===== config.mk =====
export PLATFORM = sky130hd
export DESIGN_NAME = gc_popcount_accum_flat
export DESIGN_NICKNAME = d
export VERILOG_FILES = /design/src/rtl/gc_popcount_accum_if.sv /design/src/rtl/gc_popcount_accum.sv /design/src/flat_wrapper.sv
export SDC_FILE = /design/constraint.sdc
export NUM_CORES = 1
export LEC_CHECK = 0
export CAP_MARGIN = 20
export CORE_MARGIN = 2
export CORE_UTILIZATION = 47
export DETAILED_ROUTE_END_ITERATION = 8
export PLACE_DENSITY = 0.76
export SLEW_MARGIN = 20
export SYNTH_ARGS = -nofsm -noshare
export SYNTH_HDL_FRONTEND = slang
export SYNTH_SLANG_ARGS = --single-unit

===== constraint.sdc =====
create_clock -name clk_i -period 2.5 [get_ports clk_i]
set_clock_uncertainty 0.2 [all_clocks]
set_input_delay 0.75 -clock clk_i [delete_from_list [all_inputs] [get_ports clk_i]]
set_output_delay 0.75 -clock clk_i [all_outputs]
set_load 0.03 [all_outputs]

===== src/rtl/gc_popcount_accum_if.sv =====
// Handshake bundle for gc_popcount_accum: event-vector intake (valid/ready) and count report (valid/yumi).
// Define GC_ACCUM_OVF_EN to carry the sticky saturation flag ovf_o.
interface gc_popcount_accum_if #(
  parameter int width_p     = 8,
  parameter int cnt_width_p = 16
);
  logic                   v_i;
  logic [width_p-1:0]     data_i;
  logic                   ready_o;
  logic                   flush_i;
  logic                   v_o;
  logic [cnt_width_p-1:0] count_o;
  logic                   yumi_i;
`ifdef GC_ACCUM_OVF_EN
  logic                   ovf_o;

  modport slave (
    input  v_i, data_i, flush_i, yumi_i,
    output ready_o, v_o, count_o, ovf_o
  );

  modport master (
    output v_i, data_i, flush_i, yumi_i,
    input  ready_o, v_o, count_o, ovf_o
  );
`else
  modport slave (
    input  v_i, data_i, flush_i, yumi_i,
    output ready_o, v_o, count_o
  );

  modport master (
    output v_i, data_i, flush_i, yumi_i,
    input  ready_o, v_o, count_o
  );
`endif
endinterface


===== src/rtl/gc_popcount_accum.sv =====
// Popcount feeder: registers each vector's population count, accumulates it into a saturating window
// and reports on threshold or flush. Optional GC_ACCUM_OVF_EN adds the sticky saturation flag ovf_o.
module gc_popcount_accum #(
  parameter int width_p     = 8,
  parameter int cnt_width_p = 16,
  parameter int threshold_p = 64
) (
  input  logic                clk_i,
  input  logic                rst_ni,
  gc_popcount_accum_if.slave  bus
);

  localparam int pc_width_lp = $clog2(width_p + 1);
  localparam logic [cnt_width_p-1:0] threshold_lp = cnt_width_p'(threshold_p);

  typedef enum logic {
    ACCUM  = 1'b0,
    REPORT = 1'b1
  } state_t;

  state_t                 state_reg, state_next;
  logic                   pc_v_reg, pc_v_next;
  logic [cnt_width_p-1:0] pc_reg, pc_next;
  logic [cnt_width_p-1:0] acc_reg, acc_next;
  logic                   flush_pend_reg, flush_pend_next;
`ifdef GC_ACCUM_OVF_EN
  logic                   ovf_reg, ovf_next;
`endif

  logic [pc_width_lp-1:0] bit_ext [width_p];
  logic [pc_width_lp-1:0] popcnt;
  logic [cnt_width_p:0]   sum;
  logic [cnt_width_p-1:0] sum_sat;
  logic                   ready;
  logic                   accept;

  genvar gi;
  generate
    for (gi = 0; gi < width_p; gi++) begin : g_bit_ext
      assign bit_ext[gi] = pc_width_lp'(bus.data_i[gi]);
    end
  endgenerate

  always_comb begin
    popcnt = '0;
    for (int i = 0; i < width_p; i++) begin
      popcnt = popcnt + bit_ext[i];
    end
  end

  // One extra bit catches the carry so the window clamps instead of wrapping.
  assign sum     = {1'b0, acc_reg} + {1'b0, (pc_v_reg ? pc_reg : '0)};
  assign sum_sat = sum[cnt_width_p] ? '1 : sum[cnt_width_p-1:0];

  assign ready  = (state_reg == ACCUM) | ~pc_v_reg;
  assign accept = bus.v_i & ready;

  assign bus.ready_o = ready;
  assign bus.v_o     = (state_reg == REPORT);
  assign bus.count_o = acc_reg;
`ifdef GC_ACCUM_OVF_EN
  assign bus.ovf_o   = ovf_reg;
`endif

  always_comb begin
    state_next      = state_reg;
    acc_next        = acc_reg;
    flush_pend_next = flush_pend_reg;
    pc_next         = pc_reg;
    pc_v_next       = pc_v_reg;
`ifdef GC_ACCUM_OVF_EN
    ovf_next        = ovf_reg;
`endif

    unique case (state_reg)
      ACCUM: begin
        acc_next = sum_sat;
`ifdef GC_ACCUM_OVF_EN
        ovf_next = ovf_reg | sum[cnt_width_p];
`endif
        // A flush reports even an empty window so downstream sees a barrier.
        if ((sum_sat >= threshold_lp) || flush_pend_reg || bus.flush_i) begin
          state_next      = REPORT;
          flush_pend_next = 1'b0;
        end
      end
      REPORT: begin
        if (bus.flush_i) begin
          flush_pend_next = 1'b1;
        end
        if (bus.yumi_i) begin
          acc_next   = '0;
          state_next = ACCUM;
`ifdef GC_ACCUM_OVF_EN
          ovf_next   = 1'b0;
`endif
        end
      end
      default: state_next = ACCUM;
    endcase

    // The accumulator drains stage 1 every ACCUM cycle; a new accept overrides the drain.
    if (accept) begin
      pc_next   = cnt_width_p'(popcnt);
      pc_v_next = 1'b1;
    end else if (state_reg == ACCUM) begin
      pc_v_next = 1'b0;
    end
  end

  always_ff @(posedge clk_i or negedge rst_ni) begin
    if (!rst_ni) begin
      state_reg      <= ACCUM;
      pc_v_reg       <= 1'b0;
      pc_reg         <= '0;
      acc_reg        <= '0;
      flush_pend_reg <= 1'b0;
`ifdef GC_ACCUM_OVF_EN
      ovf_reg        <= 1'b0;
`endif
    end else begin
      state_reg      <= state_next;
      pc_v_reg       <= pc_v_next;
      pc_reg         <= pc_next;
      acc_reg        <= acc_next;
      flush_pend_reg <= flush_pend_next;
`ifdef GC_ACCUM_OVF_EN
      ovf_reg        <= ovf_next;
`endif
    end
  end

endmodule


===== src/flat_wrapper.sv =====
// flat-port wrapper written by rule: the top's interface ports become plain ports
module gc_popcount_accum_flat 
#(
  parameter int width_p     = 8,
  parameter int cnt_width_p = 16,
  parameter int threshold_p = 64
)
  (clk_i, rst_ni, bus_v_i, bus_data_i, bus_flush_i, bus_yumi_i, bus_ready_o, bus_v_o, bus_count_o);
  gc_popcount_accum_if #(.width_p(width_p), .cnt_width_p(cnt_width_p)) bus_i ();
  input  logic clk_i;
  input  logic rst_ni;
  input wire logic [$bits(bus_i.v_i)-1:0] bus_v_i;
  input wire logic [$bits(bus_i.data_i)-1:0] bus_data_i;
  input wire logic [$bits(bus_i.flush_i)-1:0] bus_flush_i;
  input wire logic [$bits(bus_i.yumi_i)-1:0] bus_yumi_i;
  output wire logic [$bits(bus_i.ready_o)-1:0] bus_ready_o;
  output wire logic [$bits(bus_i.v_o)-1:0] bus_v_o;
  output wire logic [$bits(bus_i.count_o)-1:0] bus_count_o;
  assign bus_i.v_i = bus_v_i;
  assign bus_i.data_i = bus_data_i;
  assign bus_i.flush_i = bus_flush_i;
  assign bus_i.yumi_i = bus_yumi_i;
  assign bus_ready_o = bus_i.ready_o;
  assign bus_v_o = bus_i.v_o;
  assign bus_count_o = bus_i.count_o;
  gc_popcount_accum #(.width_p(width_p), .cnt_width_p(cnt_width_p), .threshold_p(threshold_p)) u_core (.clk_i(clk_i), .rst_ni(rst_ni), .bus(bus_i));
endmodule

* After elaboration in Yosys (flattened, before gate mapping)
Cells that the tools add are included.
** Word-level totals
- Register bits after elaboration :: 23
- Input bits :: 13
- Output and inout port bits :: 18
- Logic and storage cells :: 37
** Operators by class
- Add/sub/neg operators :: 8
- Order comparisons :: 1
- Equality and inequality tests :: 4
- Muxes and demuxes :: 12
- Bitwise logic cells :: 4
- Reductions and logical operators :: 3
** Operator list (count)
- $mux 16 :: 2
- $pmux 16 s2 :: 1
- $add 4x1->4 :: 6
- $add 16x16->17 :: 1
- $ge 16x7->1 const B :: 1
- $ne 2x2->1 const B :: 4
- $mux 1 :: 6
- $mux 4 :: 1
- $pmux 1 s2 :: 2
- $add 1x1->2 :: 1
- $logic_or 1x1->1 :: 2
- $not 1->1 :: 2
- $reduce_and 2->1 :: 1
- $and 1x1->1 :: 1
- $or 1x1->1 :: 1

* Logic depth before layout (Yosys ltp)
Gate-level depths: netlist (run 1).
- Depth after elaboration :: 8
- Mapped depth :: 10
- Depth with buffers taken out :: 10

* Worst setup path after synthesis (run 1)
Ideal clock, no wire load.
- Kind :: input port to flip-flop
- From :: input bus_data_i[0]
- To :: register u_core.pc_reg[1]
- Library setup time :: 0.083 ns
- Arrival :: 2.982 ns
- Required time :: 2.217 ns
- Setup slack :: -0.765 ns
- Stages :: 9
- Path buffers :: 0
- Cell sequence :: ha_1 -> inv_1 -> fa_1 -> fa_1 -> inv_1 -> fa_1 -> inv_1 -> fa_1 -> o21ai_0
** Between the ends
- Longest elaborated chain between the ends :: 7
** Ends and longest elaborated chain
- start: declaration :: RTL line flat_wrapper.sv:13 : input wire logic [$bits(bus_i.data_i)-1:0] bus_data_i;
- $add 1x1->2 :: RTL line gc_popcount_accum.sv:47 : popcnt = popcnt + bit_ext[i];
- $add 4x1->4 (6 in a row) :: RTL line gc_popcount_accum.sv:47
- end signal: assignment :: RTL line gc_popcount_accum.sv:124 : pc_reg <= pc_next;
- end: declaration :: RTL line gc_popcount_accum.sv:23 : logic [cnt_width_p-1:0] pc_reg, pc_next;
No other way between the ends.
A chain may end at the register's enable or synchronous reset.

* Worst setup path after layout (run 1)
Same ends and word-level chain as after synthesis.

==> run_results.csv, run 1 <==
group,metric,value,unit
global_routing,global_route.overflow_total,0,
synth,synth.cells.most_frequent,"dfrtp_1, a21oi_1, nand2_1",
routing,via_count,1663,
timing,timing_worst_slew_pin_value,425.5,ps
clock_network,number_of_h_tree_levels,1,
synth,synthArstFlopShare,100.0,%
synth,synth_adder_area_share,11.71,%
clock_network,ctsRootBufferMaster,"clkbuf_4",
placed_design,gp_routability_congestion,0.8815,
min_path,worst_hold_path_type,"reg -> reg",
synth,synth_seq_cells,23,
timing,setup_viol,6,
synth,synth_area_leader_cell,"dfrtp_1",
placed_design,placement.cell_area,2120,um^2
synth,synth_most_common_cell,"dfrtp_1",
synth,number_of_synthesized_flops_with_an_enable_pin,0,
synth,synthDistinctLibCells,44,
global_routing,global_route.peak_usage_layer,"met2",
global_routing,grt_first_pass_wirelength,7.176,mm
global_routing,met3_usage,2.523,%
floorplanning,core.rowCount,21,
floorplanning,floorplan.die_area,3893,um^2
clock_network,clock_tree.buffer_depth,2,
clock_network,clk_pin_slew,140,ps
final_layout,antenna_fix_cells,0,
clock_network,tritoncts.num_buffers,3,
power_and_ir_drop,p_leak,0.001178,uW
synth,synth_simple_gate_area_share,20.84,%
synth,synth_seq_area_share,35.91,%
routing,first_pass_iters,4,
synth,netlist_area_before_placement,1603,um^2
floorplanning,die_h,62.40,um
outcome,violations,"negative setup slack",
floorplanning,floorplan.initialDensity,48.41,%
critical_path,criticalPathCategory,"in -> reg",
routing,postRouteAntennaNets,0,
global_routing,globalRouteMet2Util,35.19,%
power_and_ir_drop,powerDensity,539.9,nW/um^2
critical_path,worst_ep_arrival_time,3060,ps
synth,fraction_of_synthesized_cell_area_in_xor_and_xnor_cells,3.279,%
final_layout,drive_above_1_share,29.67,%
global_routing,gr-usage-all-layers,22.91,%
critical_path,max_stage_delay,490,ps
critical_path,worstPathRequired,2560,ps
routing,detail_route.iter0.violations,102,
synth,synth.net_count,215,
synth,muxShareOfSynthArea,1.952,%
synth,syn_area_per_cell,8.436,um^2
routing,drt_wl_total,4.288,mm
synth,synth_top_family_by_area,"simple AND/OR/NAND/NOR gates",
synth,cell_types_with_the_largest_area_share_after_synthesis,"dfrtp_1, fa_1, a21oi_1, ha_1, o21ai_0",
critical_path,setup.worst_path.end_class,"flip-flop",
final_layout,fillers,256,
timing,timing.slew.headroom,71.60,%
floorplanning,die_width,62.40,um
timing,min_period_over_period,119.9,%
global_routing,grt_antenna_before_repair,0,
flow_run,max_cap_violations,0,
synth,synthCells,190,
placed_design,dp_hpwl,2.822,mm
routing,vias_per_cell,5.695,
critical_path,path_cells,"buf_6 -> ha_4 -> inv_2 -> fa_1 -> fa_1 -> inv_1 -> fa_2 -> inv_2 -> fa_2 -> o21ai_2",
global_routing,grt_pass1_vias,1570,
timing,fmax,0.3336,GHz
floorplanning,core_area,3311,um^2
clock_network,worstSkewPairLatency,320,ps
timing,aggregate_negative_setup_slack,-1716,ps
power_and_ir_drop,vdd_ir_drop_max,0.3501,mV
synth,synth_compound_area_share,20.69,%
routing,drc,0,
final_layout,area_growth,49.26,%
placed_design,place.port_buffers,30,
outcome,outcome,"finished with violations",
clock_network,cts_tree,"done",
critical_path,timing.critical_path.from_type,"input port",
critical_path,cpMaxStageDelayCell,"fa_1",
final_layout,largest_register_ffs,16,
synth,postSynth.topFlopCell,"dfrtp_1",
timing,slew_viol_final,0,
timing,final-hold-violation-count,0,
global_routing,pin_count_of_the_biggest_net_entering_global_routing,24,
floorplanning,pin_count,31,
final_layout,finalInstanceArea,2392,um^2
synth,portion_of_synthesized_cell_area_occupied_by_the_leading_cell_type,35.91,%
global_routing,groute.layer.met1.usage,32.98,%
clock_network,clock_sink_count,23,
synth,yosys_warnings,0,
timing,final.min_clock_period,2998,ps
routing,wl_per_cell,14.68,um
critical_path,timing.reg2reg.setup_slack,-130,ps
timing,rsz0062_at_grt,"true",
final_layout,final_net_count,272,
timing,post-route-worst-setup-slack,-497.7,ps
critical_path,crit_fanout,2,
-- critical path, delay by kind of cell --
kind                     cells  cell delay (ps)
AO/OA/AOI/OAI                1              120
adder cells (fa/ha/maj)      5             1970
buffers and inverters        4              230
-- cells by family after synthesis --
logic type | after synthesis
AOI/OAI and AO/OA | 55
and+or+nand+nor | 68
buffers and inverters | 23
DFF | 23
muxes | 3
adders and majority gates | 12
xor gates and xnor gates | 6
-- metal layers --
| metal | routed length (um) | vias up |
|---|---|---|
| met5 | 0 | - |
| li1 | - | 786 |
| met1 | 2051 | 813 |
| met4 | 91 | 0 |
| met2 | 1948 | 54 |
| met3 | 196 | 10 |
-- cells in the final DEF, fill, tap and decap left out, types with 4 or more instances in the layout --
master,n
dlymetal6s2s_1,7
o21ai_0,8
nand3_1,5
a21oi_1,13
nand2_1,18
dlygate4sd2_1,6
o21ai_1,6
nor2_1,16
clkdlybuf4s50_1,15
dfrtp_1,22
buf_4,27
ha_4,4
a21oi_2,6
inv_1,13
-- worst paths after layout --
path | start | end | depth (start not counted)
min in group asynchronous | rst_ni | u_core.bus.count_o[9] | 2
worst max-delay path | bus_data_i[0] | u_core.pc_reg[1] | 10
worst min register to register | u_core.pc_reg[1] | u_core.pc_reg[1] | 2
worst max register to register | u_core.pc_v_reg | u_core.bus.v_o | 9
worst min-delay path | u_core.pc_reg[1] | u_core.pc_reg[1] | 2
max in group asynchronous | rst_ni | u_core.bus.count_o[0] | 2
-- what timing repair did --
item | 4_1_cts | 5_1_grt
endpoints found under the setup margin | 21 | 26
cloned | 0 | 0
hold buffers | 0 | 0
setup buffers | 3 | 4
pin swaps | 17 | 17
resized for setup | 38 | 26
-- final cells by class --
class,instances,area (um^2),share of cell area [%]
Clock inverter,1,5.005,0.2092
Clock buffer,3,22.52,0.9414
Sequential cell,23,576.8,24.11
Tap cell,46,57.56,2.406
Multi-Input combinational cell,144,1129,47.18
Inverter,16,60.06,2.510
Timing Repair Buffer,59,541.8,22.65
-- stage by stage --
stage / instances / setup slack (ps) / power [uW] / util [%] / hold WS, ps
detailed placement: 281 / -1234 / 971.7 / 64.02 / 276.4
global route: 292 / -580.9 / 1395 / 72.26 / 337.8
finish: 292 / -497.7 / 1292 / 72.26 / 302.9
CTS: 288 / -574.1 / 1214 / 68.90 / 307.3
floorplan: 190 / -686.7 / 787.2 / - / 248.0
global placement: 281 / -1189 / 956.4 / 64.02 / 263.4
-- where the power goes --
group,switching (uW),internal (uW)
combinational,316,311
clock,128,60.0
sequential,50.7,426
total,495,797
No activity file was read; power rests on OpenSTA's default activity.
==> inputs of run 2 (changes only) <==
--- a/config.mk
+++ b/config.mk
@@ -6,7 +6,7 @@
 export NUM_CORES = 1
 export LEC_CHECK = 0
 export CAP_MARGIN = 20
-export CORE_MARGIN = 2
+export CORE_ASPECT_RATIO = 0.9
 export CORE_UTILIZATION = 47
 export DETAILED_ROUTE_END_ITERATION = 8
 export PLACE_DENSITY = 0.76
==> run_results.csv, run 2 (synthesis gave the netlist of run 1 again) <==
group,metric,value,unit
outcome,outcome,"finished with violations",
outcome,violations,"negative setup slack",
power_and_ir_drop,p_sw_share,36.77,%
power_and_ir_drop,total_switching_power,471.4,uW
global_routing,groute.layer.met1.usage,33.25,%
final_layout,fillers,236,
global_routing,grt_pass1_vias,1589,
floorplanning,die_h,57.40,um
global_routing,grt_antenna_before_repair,0,
clock_network,worstSkewPairLatency,260,ps
clock_network,clock_tree.buffer_depth,2,
critical_path,crit_fanout,2,
power_and_ir_drop,clockPowerShare,18.1,%
routing,drc,0,
clock_network,cts_tree,"done",
final_layout,area_growth,43.01,%
power_and_ir_drop,vdd_ir_drop_max,0.4139,mV
placed_design,place.port_buffers,30,
routing,postRouteAntennaNets,0,
clock_network,number_of_h_tree_levels,1,
timing,aggregate_negative_setup_slack,-2077,ps
routing,wl_per_cell,15.35,um
global_routing,global_route.peak_usage_layer,"met2",
routing,detail_route.iter0.violations,97,
final_layout,layout_common_cells,"clkdlybuf4s50_1, dfrtp_1, buf_4, nand2_1, nor2_1",
clock_network,cts.hold.buffers_added,0,
placed_design,gp_routability_congestion,0.8573,
power_and_ir_drop,p_leak,0.001008,uW
critical_path,critical-path-top-cell-by-count,"inv_2",
floorplanning,die_width,63.56,um
clock_network,tritoncts.num_buffers,3,
final_layout,sequential_cell_area,576.8,um^2
placed_design,placedCellCount,273,
global_routing,globalRouteMet2Util,43.16,%
global_routing,grt_first_pass_wirelength,7.210,mm
placed_design,dp_hpwl,3.041,mm
timing,fmax,0.3215,GHz
floorplanning,pin_count,31,
routing,drt_wl_total,4.298,mm
timing,min_period_over_period,124.4,%
timing,slew_viol_final,0,
critical_path,worstPathRequired,2500,ps
timing,setup_viol,5,
placed_design,placement.setup.worst_slack,-1265,ps
timing,post-route-worst-setup-slack,-610.3,ps
final_layout,drive_above_1_share,24.37,%
floorplanning,core_area,3138,um^2
global_routing,global_route.overflow_total,0,
floorplanning,floorplan.die_area,3648,um^2
power_and_ir_drop,powerDensity,559.3,nW/um^2
critical_path,cpMaxStageDelayCell,"fa_1",
global_routing,pin_count_of_the_biggest_net_entering_global_routing,24,
global_routing,met3_usage,4.600,%
power_and_ir_drop,p_seq_share,37.1,%
clock_network,ctsRootBufferMaster,"clkbuf_8",
critical_path,max_stage_delay,520,ps
final_layout,antenna_fix_cells,0,
power_and_ir_drop,power.internal,810.5,uW
clock_network,clock_sink_count,23,
critical_path,path_buf_inv,4,
timing,timing.slew.headroom,62.86,%
min_path,worst_hold_path_type,"reg -> reg",
global_routing,gr-usage-all-layers,25.61,%
critical_path,timing.critical_path.from_type,"input port",
final_layout,final_net_count,264,
timing,timing_worst_slew_pin_value,551.2,ps
critical_path,criticalPathCategory,"in -> reg",
floorplanning,floorplan.initialDensity,51.08,%
critical_path,setup.worst_path.end_class,"flip-flop",
floorplanning,core.rowCount,19,
final_layout,largest_register_ffs,16,
flow_run,max_cap_violations,0,
clock_network,clk_pin_slew,80,ps
timing,rsz0062_at_grt,"true",
critical_path,worst_ep_arrival_time,3110,ps
timing,final.min_clock_period,3110,ps
critical_path,worst_path_dominant_cell_family,"adder cells",
final_layout,end_of_flow_core_utilization,73.05,%
routing,via_count,1576,
routing,vias_per_cell,5.629,
critical_path,path_cells,"buf_6 -> ha_4 -> inv_2 -> fa_1 -> fa_1 -> inv_2 -> fa_2 -> inv_2 -> fa_2 -> o21ai_1",
power_and_ir_drop,total_power,1282,uW
final_layout,final_cell_count_no_fill,280,
routing,first_pass_iters,4,
timing,final-hold-violation-count,0,
power_and_ir_drop,power.share.combinational,44.8,%
final_layout,multiInputGateArea,1094,um^2
==> run 2: cell types whose count changed in the layout (fill, tap and decap cells not counted), moves of 2 or more <==
cell / before / now
a21oi_2: 6 / 3
clkdlybuf4s50_1: 15 / 22
clkbuf_8: 0 / 3
buf_4: 27 / 21
dlygate4sd2_1: 6 / 3
clkbuf_4: 3 / 0
dlymetal6s2s_1: 7 / 3
o21ai_2: 3 / 0
o21ai_0: 8 / 11
a21oi_1: 13 / 15
==> run 2: path summary, 6_finish.rpt <==
path / from / endpoint / slack (ps) / cells past startpoint
min in group asynchronous: rst_ni / u_core.bus.count_o[9] / 630 / 2
worst max-delay path: bus_data_i[0] / u_core.pc_reg[1] / -610 / 10
max in group asynchronous: rst_ni / u_core.bus.count_o[0] / 1210 / 2
worst min-delay path: u_core.pc_reg[1] / u_core.pc_reg[1] / 290 / 2
worst min register to register: u_core.pc_reg[1] / u_core.pc_reg[1] / 290 / 2
worst max register to register: u_core.pc_v_reg / u_core.bus.v_o / -10 / 9
==> run 2: through the flow <==
step | instance area (um^2) | hold WS [ps]
after floorplan | 1627 | 248.0
after global placement | 2085 | 265.0
after detailed placement | 2085 | 278.2
after CTS | 2218 | 297.3
after global routing | 2292 | 339.9
final | 2292 | 290.8
==> run 2: layout make-up <==
class / instances / share of cell area [%]
timing repair buffer: 51 / 20.25
multi-input combinational: 144 / 47.71
clock buffer: 4 / 1.965
tap: 42 / 2.293
inverter: 16 / 2.620
sequential: 23 / 25.16
==> run 2: per-layer routing <==
layer  wire (um)  share of wire [%]
met1        1756                 41
met2        2233                 52
met3         252                5.9
met4          55                1.3
met5           0                  0
==> run 2: power by group through the flow <==
stage          combinational, uW  clock [uW]  sequential, uW
5_1_grt                      634         252             486
3_5_place_dp                 513           0             476
2_1_floorplan                275           0             512
3_3_place_gp                 488           0             475
6_report                     574         233             475
4_1_cts                      558         238             474
==> run 2: worst reg2reg max path, cell delays in order, from the launching register on <==
cell and delay [ps]:
dfrtp_1 430, and2_1 160, ha_2 180, fa_2 370, a211oi_4 290, nor3_4 90, a31o_2 260, o21a_1 110
o32ai_2 130, a41oi_1 150
==> run 2: timing repair <==
item	CTS	global route
setup endpoints to repair	9	20
resized for setup	28	15
hold endpoints to repair	0	0
gates cloned	0	0
pin swaps	11	12
setup buffers	1	2
==> inputs of run 3 (changes only) <==
--- a/config.mk
+++ b/config.mk
@@ -9,7 +9,7 @@
 export CORE_ASPECT_RATIO = 0.9
 export CORE_UTILIZATION = 47
 export DETAILED_ROUTE_END_ITERATION = 8
-export PLACE_DENSITY = 0.76
+export PLACE_DENSITY = 0.79
 export SLEW_MARGIN = 20
 export SYNTH_ARGS = -nofsm -noshare
 export SYNTH_HDL_FRONTEND = slang
==> run_results.csv, run 3 (synthesis gave the netlist of run 1 again) <==
group,metric,value,unit
global_routing,grt_antenna_before_repair,0,
placed_design,place.port_buffers,30,
routing,first_pass_iters,4,
timing,fmax,0.3205,GHz
timing,slew_viol_final,0,
critical_path,timing.rr.start,"u_core.pc_v_reg",
final_layout,drive_above_1_share,26.78,%
min_path,worst_hold_path_type,"reg -> reg",
power_and_ir_drop,powerDensity,564.0,nW/um^2
floorplanning,core.rowCount,19,
clock_network,clock_sink_count,23,
critical_path,criticalPathCategory,"in -> reg",
outcome,outcome,"finished with violations",
critical_path,worst-r2r-cell-count,10,
power_and_ir_drop,p_leak,0.001031,uW
final_layout,layout_common_cells,"clkdlybuf4s50_1, buf_4, dfrtp_1, nand2_1, a21oi_1",
global_routing,global_route.overflow_total,0,
routing,via_count,1661,
floorplanning,pin_count,31,
timing,setup_viol,5,
outcome,violations,"negative setup slack",
placed_design,dp_hpwl,3.096,mm
floorplanning,core_area,3138,um^2
clock_network,number_of_h_tree_levels,1,
routing,postRouteAntennaNets,0,
timing,final.min_clock_period,3120,ps
flow_run,max_cap_violations,0,
timing,final-hold-violation-count,0,
critical_path,worstPathRequired,2500,ps
critical_path,timing.critical_path.from_type,"input port",
final_layout,area_growth,45.28,%
min_path,holdCritStartpoint,"u_core.pc_reg[1]",
clock_network,tritoncts.num_buffers,3,
routing,wl_per_cell,16.14,um
critical_path,setup.worst_path.end_class,"flip-flop",
global_routing,grt_first_pass_wirelength,7.445,mm
final_layout,largest_register_ffs,16,
timing,timing.slew.headroom,73.41,%
floorplanning,floorplan.die_area,3648,um^2
min_path,whs_path_depth,2,
min_path,holdPathEnd,"u_core.pc_reg[1]",
critical_path,timing.reg2reg.setup_slack,-70,ps
global_routing,grt_pass1_vias,1672,
global_routing,pin_count_of_the_biggest_net_entering_global_routing,24,
routing,drc,0,
timing,post-route-worst-setup-slack,-619.9,ps
routing,drt_wl_total,4.535,mm
placed_design,placement.setup.worst_slack,-1254,ps
power_and_ir_drop,total_power,1313,uW
floorplanning,floorplan.initialDensity,51.08,%
clock_network,clock_tree.buffer_depth,2,
power_and_ir_drop,vdd_ir_drop_max,0.3362,mV
clock_network,cts_tree,"done",
timing,rsz0062_at_grt,"true",
critical_path,worst_ep_arrival_time,3120,ps
clock_network,ctsRootBufferMaster,"clkbuf_8",
final_layout,antenna_fix_cells,0,
placed_design,gp_routability_congestion,0.8601,
timing,timing_worst_slew_pin_value,398.4,ps
global_routing,gr-usage-all-layers,26.45,%
routing,detail_route.iter0.violations,103,
floorplanning,die_width,63.56,um
critical_path,crit_fanout,2,
timing,min_period_over_period,124.8,%
clock_network,cts.hold.buffers_added,0,
clock_network,worstSkewPairLatency,270,ps
final_layout,final_net_count,265,
routing,vias_per_cell,5.911,
critical_path,r2r-end,"u_core.bus.v_o",
clock_network,clk_pin_slew,80,ps
floorplanning,die_h,57.40,um
==> run 3: worst max-delay path by stage <==
| stage | from | to | slack, ps | cells after the start |
|---|---|---|---|---|
| after detailed placement | bus_data_i[1] | u_core.pc_reg[1] | -1250 | 10 |
| after global placement | bus_data_i[0] | u_core.pc_reg[1] | -1190 | 10 |
| final | bus_data_i[0] | u_core.pc_reg[1] | -620 | 10 |
| after floorplan | bus_data_i[1] | u_core.pc_reg[1] | -690 | 9 |
| after CTS | bus_data_i[0] | u_core.pc_reg[1] | -650 | 10 |
| after global routing | bus_data_i[0] | u_core.pc_reg[1] | -670 | 10 |
==> run 3: worst max-delay path, cell delays in order <==
cell	delay, ps
buf_6	90
ha_4	250
inv_2	30
fa_1	480
fa_1	510
inv_2	40
fa_2	350
inv_2	70
fa_2	430
o21ai_2	120
==> run 3: power breakdown <==
group / leakage, uW / internal, uW / switching [uW]
registers: 0.000303 / 426 / 52.3
clock network: 0.0000228 / 114 / 127
logic: 0.000706 / 286 / 307
total: 0.00103 / 827 / 487
==> run 3: area by class of cell <==
class | count | area [um^2]
Tap cell | 42 | 52.55
Timing Repair Buffer | 52 | 471.7
Sequential cell | 23 | 576.8
Multi-Input combinational cell | 144 | 1122
Fill cell | 219 | 809.5
Clock buffer | 4 | 45.04
Inverter | 16 | 60.06
==> run 3: through the flow <==
| stage | setup TNS [ps] | std cells | hold WS (ps) | cell area, um^2 | util, % |
|---|---|---|---|---|---|
| global route | -2489 | 281 | 319.8 | 2328 | 74.20 |
| finish | -2128 | 281 | 295.7 | 2328 | 74.20 |
| floorplan | -2283 | 190 | 248.0 | 1627 | - |
| CTS | -2140 | 280 | 289.4 | 2250 | 71.69 |
| global placement | -4435 | 272 | 262.2 | 2077 | 66.19 |
| detailed placement | -4880 | 272 | 271.3 | 2077 | 66.19 |
==> run 3: what timing repair did <==
item,in CTS,in global routing
gates resized for setup,30,21
pin swaps,13,17
setup buffers,4,2
endpoints found under the setup margin,13,22
==> run 3: routing by layer <==
metal  track usage, %  vias to the layer above  part of all wire (%)
li1                 -                      763                     -
met1            34.48                      812                    42
met2            44.68                       75                    50
met3            4.400                       11                   5.6
met4            9.091                        0                   1.7
met5                0                        -                     0
